`src/rtl/ysyx_23060236_lsu_pkg.sv`:
```
// Shared encodings for the load/store unit: access sizes, AXI response codes, FSM states.
package ysyx_23060236_lsu_pkg;

  // funct3 access-size encodings
  localparam logic [2:0] LSU_B  = 3'b000;
  localparam logic [2:0] LSU_H  = 3'b001;
  localparam logic [2:0] LSU_W  = 3'b010;
  localparam logic [2:0] LSU_BU = 3'b100;
  localparam logic [2:0] LSU_HU = 3'b101;

  localparam logic [1:0] AXI_OKAY = 2'b00;

  typedef enum logic [2:0] {
    S_IDLE    = 3'd0,
    S_RD_ADDR = 3'd1,
    S_RD_DATA = 3'd2,
    S_WR_REQ  = 3'd3,
    S_WR_RESP = 3'd4,
    S_DONE    = 3'd5
  } lsu_state_e;

  // Unshifted byte-strobe pattern for a store; unused codes behave as a word store.
  function automatic logic [3:0] store_mask(input logic [2:0] f3);
    logic [3:0] m;
    case (f3)
      LSU_B:   m = 4'b0001;
      LSU_H:   m = 4'b0011;
      default: m = 4'b1111;
    endcase
    return m;
  endfunction

endpackage

```
`src/rtl/ysyx_23060236_lsu_align.sv`:
```
// Byte-lane alignment: store strobe/data shift and load shift plus sign/zero extension.
module ysyx_23060236_lsu_align
  import ysyx_23060236_lsu_pkg::*;
(
  input  logic [1:0]  addr_lo_i,
  input  logic [2:0]  funct3_i,
  input  logic [31:0] store_data_i,
  input  logic [31:0] read_word_i,
  output logic [3:0]  wstrb_o,
  output logic [31:0] wdata_o,
  output logic [31:0] load_val_o
);

  logic [4:0]  shamt;
  logic [31:0] rshift;

  assign shamt   = {addr_lo_i, 3'b000};
  assign wstrb_o = store_mask(funct3_i) << addr_lo_i;
  assign wdata_o = store_data_i << shamt;
  assign rshift  = read_word_i >> shamt;

  // Extend the lane selected by the address; unused codes return the shifted word.
  always_comb begin
    load_val_o = rshift;
    case (funct3_i)
      LSU_B:   load_val_o = {{24{rshift[7]}}, rshift[7:0]};
      LSU_H:   load_val_o = {{16{rshift[15]}}, rshift[15:0]};
      LSU_BU:  load_val_o = {24'h0, rshift[7:0]};
      LSU_HU:  load_val_o = {16'h0, rshift[15:0]};
      default: load_val_o = rshift;
    endcase
  end

endmodule

```
`src/rtl/ysyx_23060236_lsu.sv`:
```
// Load/store stage: one AXI4-Lite access per load/store, pass-through otherwise,
// always hands a write-back record to the WBU.
//
// state     | meaning
// IDLE      | ready for a request from EXU
// RD_ADDR   | read address offered on AR
// RD_DATA   | waiting for read data on R
// WR_REQ    | AW and W offered, each retires on its own handshake
// WR_RESP   | waiting for write response on B
// DONE      | write-back record held for the WBU
module ysyx_23060236_lsu
  import ysyx_23060236_lsu_pkg::*;
#(
  parameter int ADDR_W = 32
) (
  input  logic              clock,
  input  logic              reset,
  input  logic              lsu_valid,
  output logic              lsu_ready,
  input  logic              lsu_ren,
  input  logic              lsu_wen,
  input  logic [31:0]       val,
  input  logic [31:0]       wdata_in,
  input  logic [2:0]        funct3,
  input  logic [3:0]        rd,
  input  logic              reg_wen,
  output logic [ADDR_W-1:0] araddr,
  output logic              arvalid,
  input  logic              arready,
  input  logic [31:0]       rdata,
  input  logic [1:0]        rresp,
  input  logic              rvalid,
  output logic              rready,
  output logic [ADDR_W-1:0] awaddr,
  output logic              awvalid,
  input  logic              awready,
  output logic [31:0]       wdata,
  output logic [3:0]        wstrb,
  output logic              wvalid,
  input  logic              wready,
  input  logic [1:0]        bresp,
  input  logic              bvalid,
  output logic              bready,
  output logic              wbu_valid,
  input  logic              wbu_ready,
  output logic [3:0]        wb_rd,
  output logic              wb_wen,
  output logic [31:0]       wb_val,
  output logic              access_err
);

  lsu_state_e        state_q, state_d;
  logic [ADDR_W-1:0] addr_q, addr_d;
  logic [31:0]       sdata_q, sdata_d;
  logic [2:0]        funct3_q, funct3_d;
  logic              aw_done_q, aw_done_d;
  logic              w_done_q, w_done_d;
  logic [31:0]       wb_val_q, wb_val_d;
  logic [3:0]        wb_rd_q, wb_rd_d;
  logic              wb_wen_q, wb_wen_d;
  logic              err_q, err_d;
  logic [31:0]       load_val;

  ysyx_23060236_lsu_align u_align (
    .addr_lo_i    (addr_q[1:0]),
    .funct3_i     (funct3_q),
    .store_data_i (sdata_q),
    .read_word_i  (rdata),
    .wstrb_o      (wstrb),
    .wdata_o      (wdata),
    .load_val_o   (load_val)
  );

  assign araddr     = {addr_q[ADDR_W-1:2], 2'b00};
  assign awaddr     = {addr_q[ADDR_W-1:2], 2'b00};
  assign wb_rd      = wb_rd_q;
  assign wb_wen     = wb_wen_q;
  assign wb_val     = wb_val_q;
  assign access_err = err_q;

  // Next-state, handshake outputs and register updates per state.
  always_comb begin
    state_d   = state_q;
    addr_d    = addr_q;
    sdata_d   = sdata_q;
    funct3_d  = funct3_q;
    aw_done_d = aw_done_q;
    w_done_d  = w_done_q;
    wb_val_d  = wb_val_q;
    wb_rd_d   = wb_rd_q;
    wb_wen_d  = wb_wen_q;
    err_d     = err_q;
    lsu_ready = 1'b0;
    arvalid   = 1'b0;
    rready    = 1'b0;
    awvalid   = 1'b0;
    wvalid    = 1'b0;
    bready    = 1'b0;
    wbu_valid = 1'b0;
    unique case (state_q)
      S_IDLE: begin
        lsu_ready = 1'b1;
        if (lsu_valid) begin
          addr_d    = val[ADDR_W-1:0];
          sdata_d   = wdata_in;
          funct3_d  = funct3;
          wb_rd_d   = rd;
          wb_wen_d  = reg_wen & ~lsu_wen;
          wb_val_d  = val;
          err_d     = 1'b0;
          aw_done_d = 1'b0;
          w_done_d  = 1'b0;
          if (lsu_ren)      state_d = S_RD_ADDR;
          else if (lsu_wen) state_d = S_WR_REQ;
          else              state_d = S_DONE;
        end
      end
      S_RD_ADDR: begin
        arvalid = 1'b1;
        if (arready) state_d = S_RD_DATA;
      end
      S_RD_DATA: begin
        rready = 1'b1;
        if (rvalid) begin
          wb_val_d = load_val;
          err_d    = (rresp != AXI_OKAY);
          state_d  = S_DONE;
        end
      end
      S_WR_REQ: begin
        awvalid   = ~aw_done_q;
        wvalid    = ~w_done_q;
        aw_done_d = aw_done_q | awready;
        w_done_d  = w_done_q | wready;
        if (aw_done_d && w_done_d) state_d = S_WR_RESP;
      end
      S_WR_RESP: begin
        bready = 1'b1;
        if (bvalid) begin
          err_d   = (bresp != AXI_OKAY);
          state_d = S_DONE;
        end
      end
      S_DONE: begin
        wbu_valid = 1'b1;
        if (wbu_ready) state_d = S_IDLE;
      end
      default: state_d = S_IDLE;
    endcase
  end

  // State and datapath registers with synchronous reset.
  always_ff @(posedge clock) begin
    if (reset) begin
      state_q   <= S_IDLE;
      addr_q    <= '0;
      sdata_q   <= '0;
      funct3_q  <= '0;
      aw_done_q <= 1'b0;
      w_done_q  <= 1'b0;
      wb_val_q  <= '0;
      wb_rd_q   <= '0;
      wb_wen_q  <= 1'b0;
      err_q     <= 1'b0;
    end else begin
      state_q   <= state_d;
      addr_q    <= addr_d;
      sdata_q   <= sdata_d;
      funct3_q  <= funct3_d;
      aw_done_q <= aw_done_d;
      w_done_q  <= w_done_d;
      wb_val_q  <= wb_val_d;
      wb_rd_q   <= wb_rd_d;
      wb_wen_q  <= wb_wen_d;
      err_q     <= err_d;
    end
  end

endmodule

```
`config.mk`:
```
export PLATFORM = sky130hd
export DESIGN_NAME = ysyx_23060236_lsu
export DESIGN_NICKNAME = d
export VERILOG_FILES = /design/src/rtl/ysyx_23060236_lsu_pkg.sv /design/src/rtl/ysyx_23060236_lsu_align.sv /design/src/rtl/ysyx_23060236_lsu.sv
export SDC_FILE = /design/constraint.sdc
export NUM_CORES = 1
export LEC_CHECK = 0
export CAP_MARGIN = 20
export CORE_MARGIN = 8
export CORE_UTILIZATION = 43
export CTS_CLUSTER_SIZE = 12
export DETAILED_ROUTE_END_ITERATION = 8
export PLACE_DENSITY = 0.91
export REMOVE_ABC_BUFFERS = 1
export SYNTH_ARGS = -nofsm -noshare
export SYNTH_HDL_FRONTEND = slang
export SYNTH_SLANG_ARGS = --single-unit
export TNS_END_PERCENT = 1
```
`constraint.sdc`:
```
create_clock -name clock -period 1.9 [get_ports clock]
set_input_delay 0.285 -clock clock [delete_from_list [all_inputs] [get_ports clock]]
set_output_delay 0.285 -clock clock [all_outputs]
set_load 0.05 [all_outputs]
```
---- Word-level counts from Yosys, hierarchy flattened ----
Index checks and enable logic that the tools add are counted.
word-level totals
  register bits ........................... 110
  bits in latches ......................... 0
  bits in writable memories ............... 0
  memory bits (read-only) ................. 0
  input bits .............................. 119
  output and inout bits ................... 145
  memories kept ........................... 0
cells by class
  add/sub/neg operators ................... 0
  multipliers ............................. 0
  div/mod/pow operators ................... 0
  order comparisons ....................... 0
  eq/ne operators ......................... 14
  shift-type cells ........................ 3
  mux-type cells .......................... 27
  bitwise operators ....................... 6
  reductions and logical operators ........ 13
operators by type and width
  operator                                              number
  one-hot mux 32 bit (4 select lines)                   1
  2-to-1 mux 32 bit                                     2
  one-hot mux 32 bit (2 select lines)                   1
  left shift 32 x 5 -> 32 bit                           1
  right shift 32 x 5 -> 32 bit                          1
  2-to-1 mux 3 bit                                      8
  one-hot mux 3 bit (6 select lines)                    1
  equality test 3 bit (second input constant)           4
  inequality test 2 bit (second input constant)         6
  2-to-1 mux 1 bit                                      10
  one-hot mux 4 bit (2 select lines)                    1
  nonzero test 2 bit                                    4
  equality test 3 x 1 -> 1 bit (second input constant)  2
  equality test 3 x 2 -> 1 bit (second input constant)  2
  logical NOT 3 bit                                     2
  AND reduction 6 bit                                   1
  one-hot mux 1 bit (2 select lines)                    2
  AND reduction 2 bit                                   2
  AND reduction 4 bit                                   1
  left shift 4 x 2 -> 4 bit                             1
  NOT 1 bit                                             3
  one-hot mux 1 bit (3 select lines)                    1
  AND reduction 3 bit                                   1
  nonzero test 3 bit                                    1
  other kinds (3)                                       4

---- Depth between registers and ports, before layout ----
Gate-level depths: netlist of run 1.
  depth in word-level cells ............... 4
  depth in mapped cells ................... 7
  gate-level depth less buffers ........... 5

---- Hierarchy ----
Synthesis of run 1 repeated with hierarchy kept, for this count alone.
unflattened totals
  cells, all modules ...................... 786
  area, all modules ....................... 6297.3 um2
modules (own cells, without submodules)
  module                   times used  cells each  area each (um2)  sequential area each (um2)
  ysyx_23060236_lsu        1           576         4884.7           2202.1
  ysyx_23060236_lsu_align  1           210         1412.6           0.0

---- Least setup slack after synthesis of run 1 ----
No wires, ideal clock.
  path kind ............................... reg2out
  start point ............................. reg addr_q[1]
  end point ............................... out wdata[16]
  data arrival time ....................... 2.146 ns
  setup slack ............................. -0.531 ns
  stages on the path, launching flop included .. 7
  cell sequence ........................... dfxtp_1 -> buf_2 -> buf_4 -> buf_6 -> buf_4 -> mux2i_1 -> o21ai_0
between the ends
  longest elaborated chain between the ends .. 1
RTL lines
  element                      RTL line                       text
  start, declared              ysyx_23060236_lsu.sv:53        logic [ADDR_W-1:0] addr_q, addr_d;
  start signal, assigned       ysyx_23060236_lsu.sv:167       addr_q <= addr_d;
  left shift 32 x 5 -> 32 bit  ysyx_23060236_lsu_align.sv:19  assign wdata_o = store_data_i << shamt;
  end, declared                ysyx_23060236_lsu.sv:37        output logic [31:0] wdata,
No other way between the ends.

---- Final worst setup path of run 1 ----
  start point ............................. reg addr_q[1]
  end point ............................... out wdata[29]
Same word-level chain as after synthesis.

==> flow_metrics.py, run 1 <==
metrics = {
    "timing": {
        "fmax_mhz": 524,
        "period_needed_ns": 1.91,
        "hold_violations": 0,
        "skew_ns": 0.00383,
        "rsz0062_at_grt": "true",
        "worstMarginPinSlew_ns": 0.671,
        "setup_viol_count_final": 1,
        "tns_ns": -0.00710,
        "slew_viol_final": 0,
        "max_slew_margin": 0.551,
        "period_share": 1.00,
        "worst_slack_ns": -0.00710,
    },
    "grt": {
        "antenna_found_initial": 0,
        "grt_pass1_vias": 6071,
        "grt_pass1_wl_um": 32900,
        "grt_max_degree": 80,
        "overflow": 0,
        "grt_usage": 0.230,
    },
    "worst_setup_path": {
        "worst_r2r_startpoint": "addr_q[1]$_SDFFE_PP0P_",
        "worst_setup_path_end_kind": "output pin",
        "required_ns": 1.62,
        "cpPeakStageDelay_ns": 0.43,
        "worst_ep_arrival_time_ns": 1.62,
        "reg2reg_setup_slack_ns": 0.05,
        "critPathTopFamily": "flip-flops",
        "r2r_cells": 5,
        "path_class": "reg2out",
        "critPathBufInv": 2,
        "startpoint_type": "flip-flop",
        "slowest_stage": "dfxtp_4",
        "critPathMaxFanout": 16,
        "critPathLaunch": "addr_q[1]$_SDFFE_PP0P_",
        "reg2reg_to": "wb_val[14]$_SDFFE_PP0P_",
        "cp-endpoint": "wdata[29]",
        "worstPathCellList": "buf_8 > mux2i_2 > a21oi_1 > buf_12",
        "cp_num_cells": 4,
    },
    "worst_hold_path": {
        "hp-class": "in2reg",
        "hp-start": "reset",
    },
    "cts": {
        "numClockSinks": 110,
        "path_clk_slew_ns": 0.07,
        "cts_htree_levels": 3,
        "cts_buffers": 9,
        "hold_buffers": 0,
        "clockBufferDepth": 2,
        "clk_latency_ns": 0.35,
        "cts_root_buffer": "clkbuf_16",
        "cts_tree": "done",
    },
    "outcome": {
        "status": "finished, violations left",
        "violations": "negative setup slack",
    },
    "floorplan": {
        "fp.dieW_um": 134,
        "coreArea_mm2": 0.0137,
        "die_h_um": 134,
        "start_util": 0.435,
        "die-area_mm2": 0.0179,
        "ioPinCount": 264,
        "placementRows": 43,
    },
    "drt": {
        "drtIter0Drc": 366,
        "vias_per_cell": 5.45,
        "drtAntennaViolNets": 0,
        "first_pass_iters": 6,
        "drc": 0,
        "drt-wirelength-per-cell_um": 19.2,
        "routed_wl_um": 21600,
        "via_count": 6149,
    },
    "finish": {
        "diodes": 0,
        "stdcell_count": 1128,
        "area_growth_pct": 53.6,
        "final_nets": 1062,
        "drive_gt1_frac": 0.149,
    },
    "synthesis": {
        "synth.area.top_cells": "dfxtp_1, nand2_1, buf_4",
        "synthSimpleGateAreaFrac": 0.190,
        "syn-cell-area_mm2": 0.00596,
        "yosysTopAreaCellShare": 0.369,
        "seq_area_frac_synth": 0.369,
        "synthArstFlopShare": 0,
        "synth_compound_area_frac": 0.224,
        "ys_ff_latch": 110,
        "yosys.area.top_type": "dfxtp_1",
        "synth_edf_count": 0,
        "ys_top_cells_by_count": "nand2_1, dfxtp_1, a21oi_1, buf_4, mux2i_1",
        "synth_top_family_by_area": "compound AO/OA/AOI/OAI gates",
        "synth-main-ff-cell": "dfxtp_1",
        "yosysWarnings": 0,
        "synthMuxAreaShare": 0.0812,
        "syn_avg_cell_area_um2": 7.85,
        "synth_most_common_cell": "nand2_1",
        "synth_cell_types": 51,
        "syn_inst": 760,
        "synth_xor_area_frac": 0.00147,
        "synth_fa_ha_area_frac": 0,
    },
    "placement": {
        "gp_congestion": 0.914,
        "placed_cells": 1108,
        "dp_hpwl_um": 15900,
        "io_buffers": 259,
        "place_ws_ns": -0.0699,
    },
    "pwr": {
        "total_power_mw": 16.0,
        "powerDensity_mw_per_mm2": 1750,
        "power.leakage_nw": 3.33,
        "ir_drop_uv": 977,
    },
    "job": {
        "drv_cap": 0,
    },
}
## stage by stage
step | cell area, um^2 | util | hold slack, ns
global route | 9160 | 0.668 | 0.283
global placement | 8680 | 0.633 | 0.439
detailed placement | 8680 | 0.633 | 0.442
CTS | 9100 | 0.663 | 0.275
floorplan | 5190 | - | 0.354
finish | 9160 | 0.668 | 0.284
## worst reg2reg max path: cells and delay by family (launching register included)
kind | cells | cell delay [ns]
multiplexers | 1 | 0.56
AO/OA/AOI/OAI | 3 | 0.54
flip-flops | 1 | 0.43
buffers and inverters | 1 | 0.21
## flip-flops by register name, indices dropped and copies added (netlist names), 3 cells and up
signal and count:
addr_q 32, funct3_q 3, sdata_q 32, state_q 3
wb_rd 4, wb_val 32
## routing by layer
| layer | global-route usage | routed length (um) | vias up |
|---|---|---|---|
| met5 | 0 | 0 | - |
| met4 | 0.110 | 874 | 0 |
| met3 | 0.0655 | 1690 | 62 |
| met2 | 0.383 | 10400 | 276 |
| met1 | 0.267 | 8640 | 2879 |
| li1 | - | - | 2932 |
## how the worst min path moves through the flow
stage	slack [ns]	cells past startpoint	end
2_1_floorplan	0.35	1	addr_q[0]$_SDFFE_PP0P_
3_3_place_gp	0.44	2	sdata_q[25]$_SDFFE_PP0P_
3_5_place_dp	0.44	2	sdata_q[29]$_SDFFE_PP0P_
4_1_cts	0.27	2	wb_val[6]$_SDFFE_PP0P_
5_1_grt	0.28	2	aw_done_q$_SDFFE_PP0P_
6_report	0.28	2	wb_val[6]$_SDFFE_PP0P_
## report_power, final
part | internal (mW) | switching (mW) | total, mW
logic | 4.00 | 6.57 | 10.6
registers | 3.01 | 0.503 | 3.51
clock network | 1.06 | 0.875 | 1.94
## layout by cell type, fill, tap and decap left out, types with 3 or more instances in the layout
cell	synthesis	layout
buf_4	70	36
clkbuf_16	0	9
o21ai_0	34	26
dfxtp_1	110	108
nand3_1	8	8
mux2_2	9	9
nor2b_1	11	9
a32o_1	8	8
nand2_1	179	178
a21oi_1	100	100
o21ai_1	1	3
mux2i_2	0	3
mux2i_1	36	33
o211ai_1	7	7
nand2b_1	3	3
buf_12	0	45
nor2_1	35	34
clkdlybuf4s50_1	0	205
a211oi_1	16	16
a311oi_1	8	8
nor3_1	5	4
conb_1	1	4
o2bb2ai_1	24	24
o21ai_2	0	6
and2_1	9	8
## area by class of cell
type | count | area (um^2)
Clock buffer | 11 | 243
Clock inverter | 5 | 58.8
Fill cell | 1076 | 4560
Inverter | 3 | 16.3
Multi-Input combinational cell | 526 | 3050
Sequential cell | 110 | 2210
Tap cell | 180 | 225
Timing Repair Buffer | 293 | 3350
## what timing repair did
| item | CTS | global route |
|---|---|---|
| resized for setup | 12 | 22 |
| buffers inserted | 2 | 0 |
| pin swaps | 1 | 0 |
| cloned | 2 | 0 |
| endpoints found under the setup margin | 27 | 26 |
## kinds of logic after synthesis
kind of cell | count (synthesis)
AOI/OAI and AO/OA | 213
xor gates and xnor gates | 1
buffers and inverters | 127
DFF | 110
muxes | 46
other | 1
and+or+nand+nor | 262
No activity file was read; power rests on OpenSTA's default activity.
==> run 2: changes to the inputs <==
--- a/config.mk
+++ b/config.mk
@@ -6,6 +6,7 @@
 export NUM_CORES = 1
 export LEC_CHECK = 0
 export CAP_MARGIN = 20
+export CORE_ASPECT_RATIO = 2
 export CORE_MARGIN = 8
 export CORE_UTILIZATION = 43
 export CTS_CLUSTER_SIZE = 12
==> flow_metrics.py, run 2 (synthesis gave the netlist of run 1 again) <==
metrics = {
    "cts": {
        "clockBufferDepth": 2,
        "clk_latency_ns": 0.34,
        "cts_tree": "done",
        "numClockSinks": 110,
        "cts_buffers": 9,
        "path_clk_slew_ns": 0.07,
        "cts_root_buffer": "clkbuf_16",
        "cts_htree_levels": 3,
        "hold_buffers": 0,
    },
    "timing": {
        "skew_ns": 0.00820,
        "tns_ns": 0,
        "hold_violations": 0,
        "timing.hold.ws_ns": 0.340,
        "slew_viol_final": 0,
        "worst_slack_ns": 0.0116,
        "period_needed_ns": 1.89,
        "worstMarginPinSlew_ns": 0.727,
        "fmax_mhz": 530,
        "max_slew_margin": 0.514,
        "period_share": 0.994,
        "setup_viol_count_final": 0,
        "rsz0062_at_grt": "true",
    },
    "finish": {
        "diodes": 0,
        "area_growth_pct": 57.3,
        "seq_area_mm2": 0.00221,
        "final_common_cell": "clkdlybuf4s50_1",
        "design_area_mm2": 0.00938,
        "nFillCells": 1036,
        "drive_gt1_frac": 0.186,
        "final_nets": 1078,
        "multi_input_area_mm2": 0.00316,
        "fin_util": 0.683,
        "mostFrequentLayoutCells": "clkdlybuf4s50_1, nand2_1, dfxtp_1, a21oi_1, buf_12",
        "stdcell_count": 1121,
    },
    "floorplan": {
        "placementRows": 61,
        "ioPinCount": 264,
        "die_h_um": 183,
        "die-area_mm2": 0.0181,
        "fp.dieW_um": 99.3,
        "start_util": 0.434,
        "coreArea_mm2": 0.0137,
    },
    "worst_setup_path": {
        "slowest_stage": "dfxtp_4",
        "critPathTopFamily": "buffers and inverters",
        "path_class": "reg2out",
        "startpoint_type": "flip-flop",
        "worst_setup_path_end_kind": "output pin",
        "path_common_cell": "buf_12",
        "worstPathCellList": "buf_12 > buf_12 > mux2i_2 > a21oi_1 > buf_12",
        "critPathBufInv": 3,
        "required_ns": 1.62,
        "worst_ep_arrival_time_ns": 1.60,
        "reg2reg_setup_slack_ns": 0.07,
        "cpPeakStageDelay_ns": 0.37,
        "critPathMaxFanout": 13,
    },
    "placement": {
        "gp_congestion": 0.959,
        "placed_area_mm2": 0.00881,
        "place_ws_ns": -0.0573,
        "io_buffers": 259,
        "placed_cells": 1097,
        "dp_hpwl_um": 17300,
    },
    "worst_hold_path": {
        "hp-class": "in2reg",
    },
    "drt": {
        "drtAntennaViolNets": 0,
        "via_count": 6268,
        "drc": 0,
        "first_pass_iters": 5,
        "vias_per_cell": 5.59,
        "drt-wirelength-per-cell_um": 20.4,
        "routed_wl_um": 22900,
        "drtIter0Drc": 304,
    },
    "outcome": {
        "status": "complete, no violations",
    },
    "grt": {
        "antenna_found_initial": 0,
        "grt_usage": 0.241,
        "overflow": 0,
        "grt_max_degree": 80,
        "grt_pass1_vias": 6386,
        "grt_pass1_wl_um": 34800,
    },
    "pwr": {
        "power.leakage_nw": 3.44,
        "total_power_mw": 16.5,
        "powerDensity_mw_per_mm2": 1750,
        "ir_drop_uv": 1200,
    },
    "job": {
        "drv_cap": 0,
    },
}
run 2: cell count changes in the layout (fill, tap and decap cells not counted), sizes merged:
cell / change
buf: +17
bufbuf: -2
clkinv: -1
dlymetal6s2s: +1
inv: +1
run 2: repair_timing:
| action | in CTS | in global routing |
|---|---|---|
| pin swaps | 0 | 3 |
| setup buffers | 3 | 5 |
| resized for setup | 30 | 31 |
| endpoints found under the setup margin | 27 | 30 |
run 2: layout make-up:
class,count,area share
clock buffer,11,0.0248
clock inverter,5,0.00627
inverter,3,0.00133
multi-input combinational,526,0.337
sequential,110,0.236
tap,157,0.0209
timing repair buffer,309,0.374
run 2: report_power, final:
| group | switching (mW) | internal [mW] | total [mW] |
|---|---|---|---|
| combinational | 6.73 | 4.26 | 11.0 |
| sequential | 0.557 | 3.01 | 3.57 |
| clock | 0.867 | 1.03 | 1.90 |
| total | 8.16 | 8.30 | 16.5 |
run 2: final timing paths:
path | end | depth (start not counted) | start
setup / recovery | wdata[30] | 5 | addr_q[1]$_SDFFE_PP0P_
hold / removal | w_done_q$_SDFFE_PP0P_ | 2 | reset
setup reg to reg | wb_val[22]$_SDFFE_PP0P_ | 6 | addr_q[1]$_SDFFE_PP0P_
hold reg to reg | wb_wen$_SDFFE_PP0P_ | 2 | wb_wen$_SDFFE_PP0P_
run 2: routing by layer:
metal	vias up	share of wire	global-route usage
met3	37	0.12	0.0901
met2	382	0.46	0.388
met1	2886	0.40	0.280
met5	-	0	0
li1	2963	-	-
met4	0	0.028	0.0988
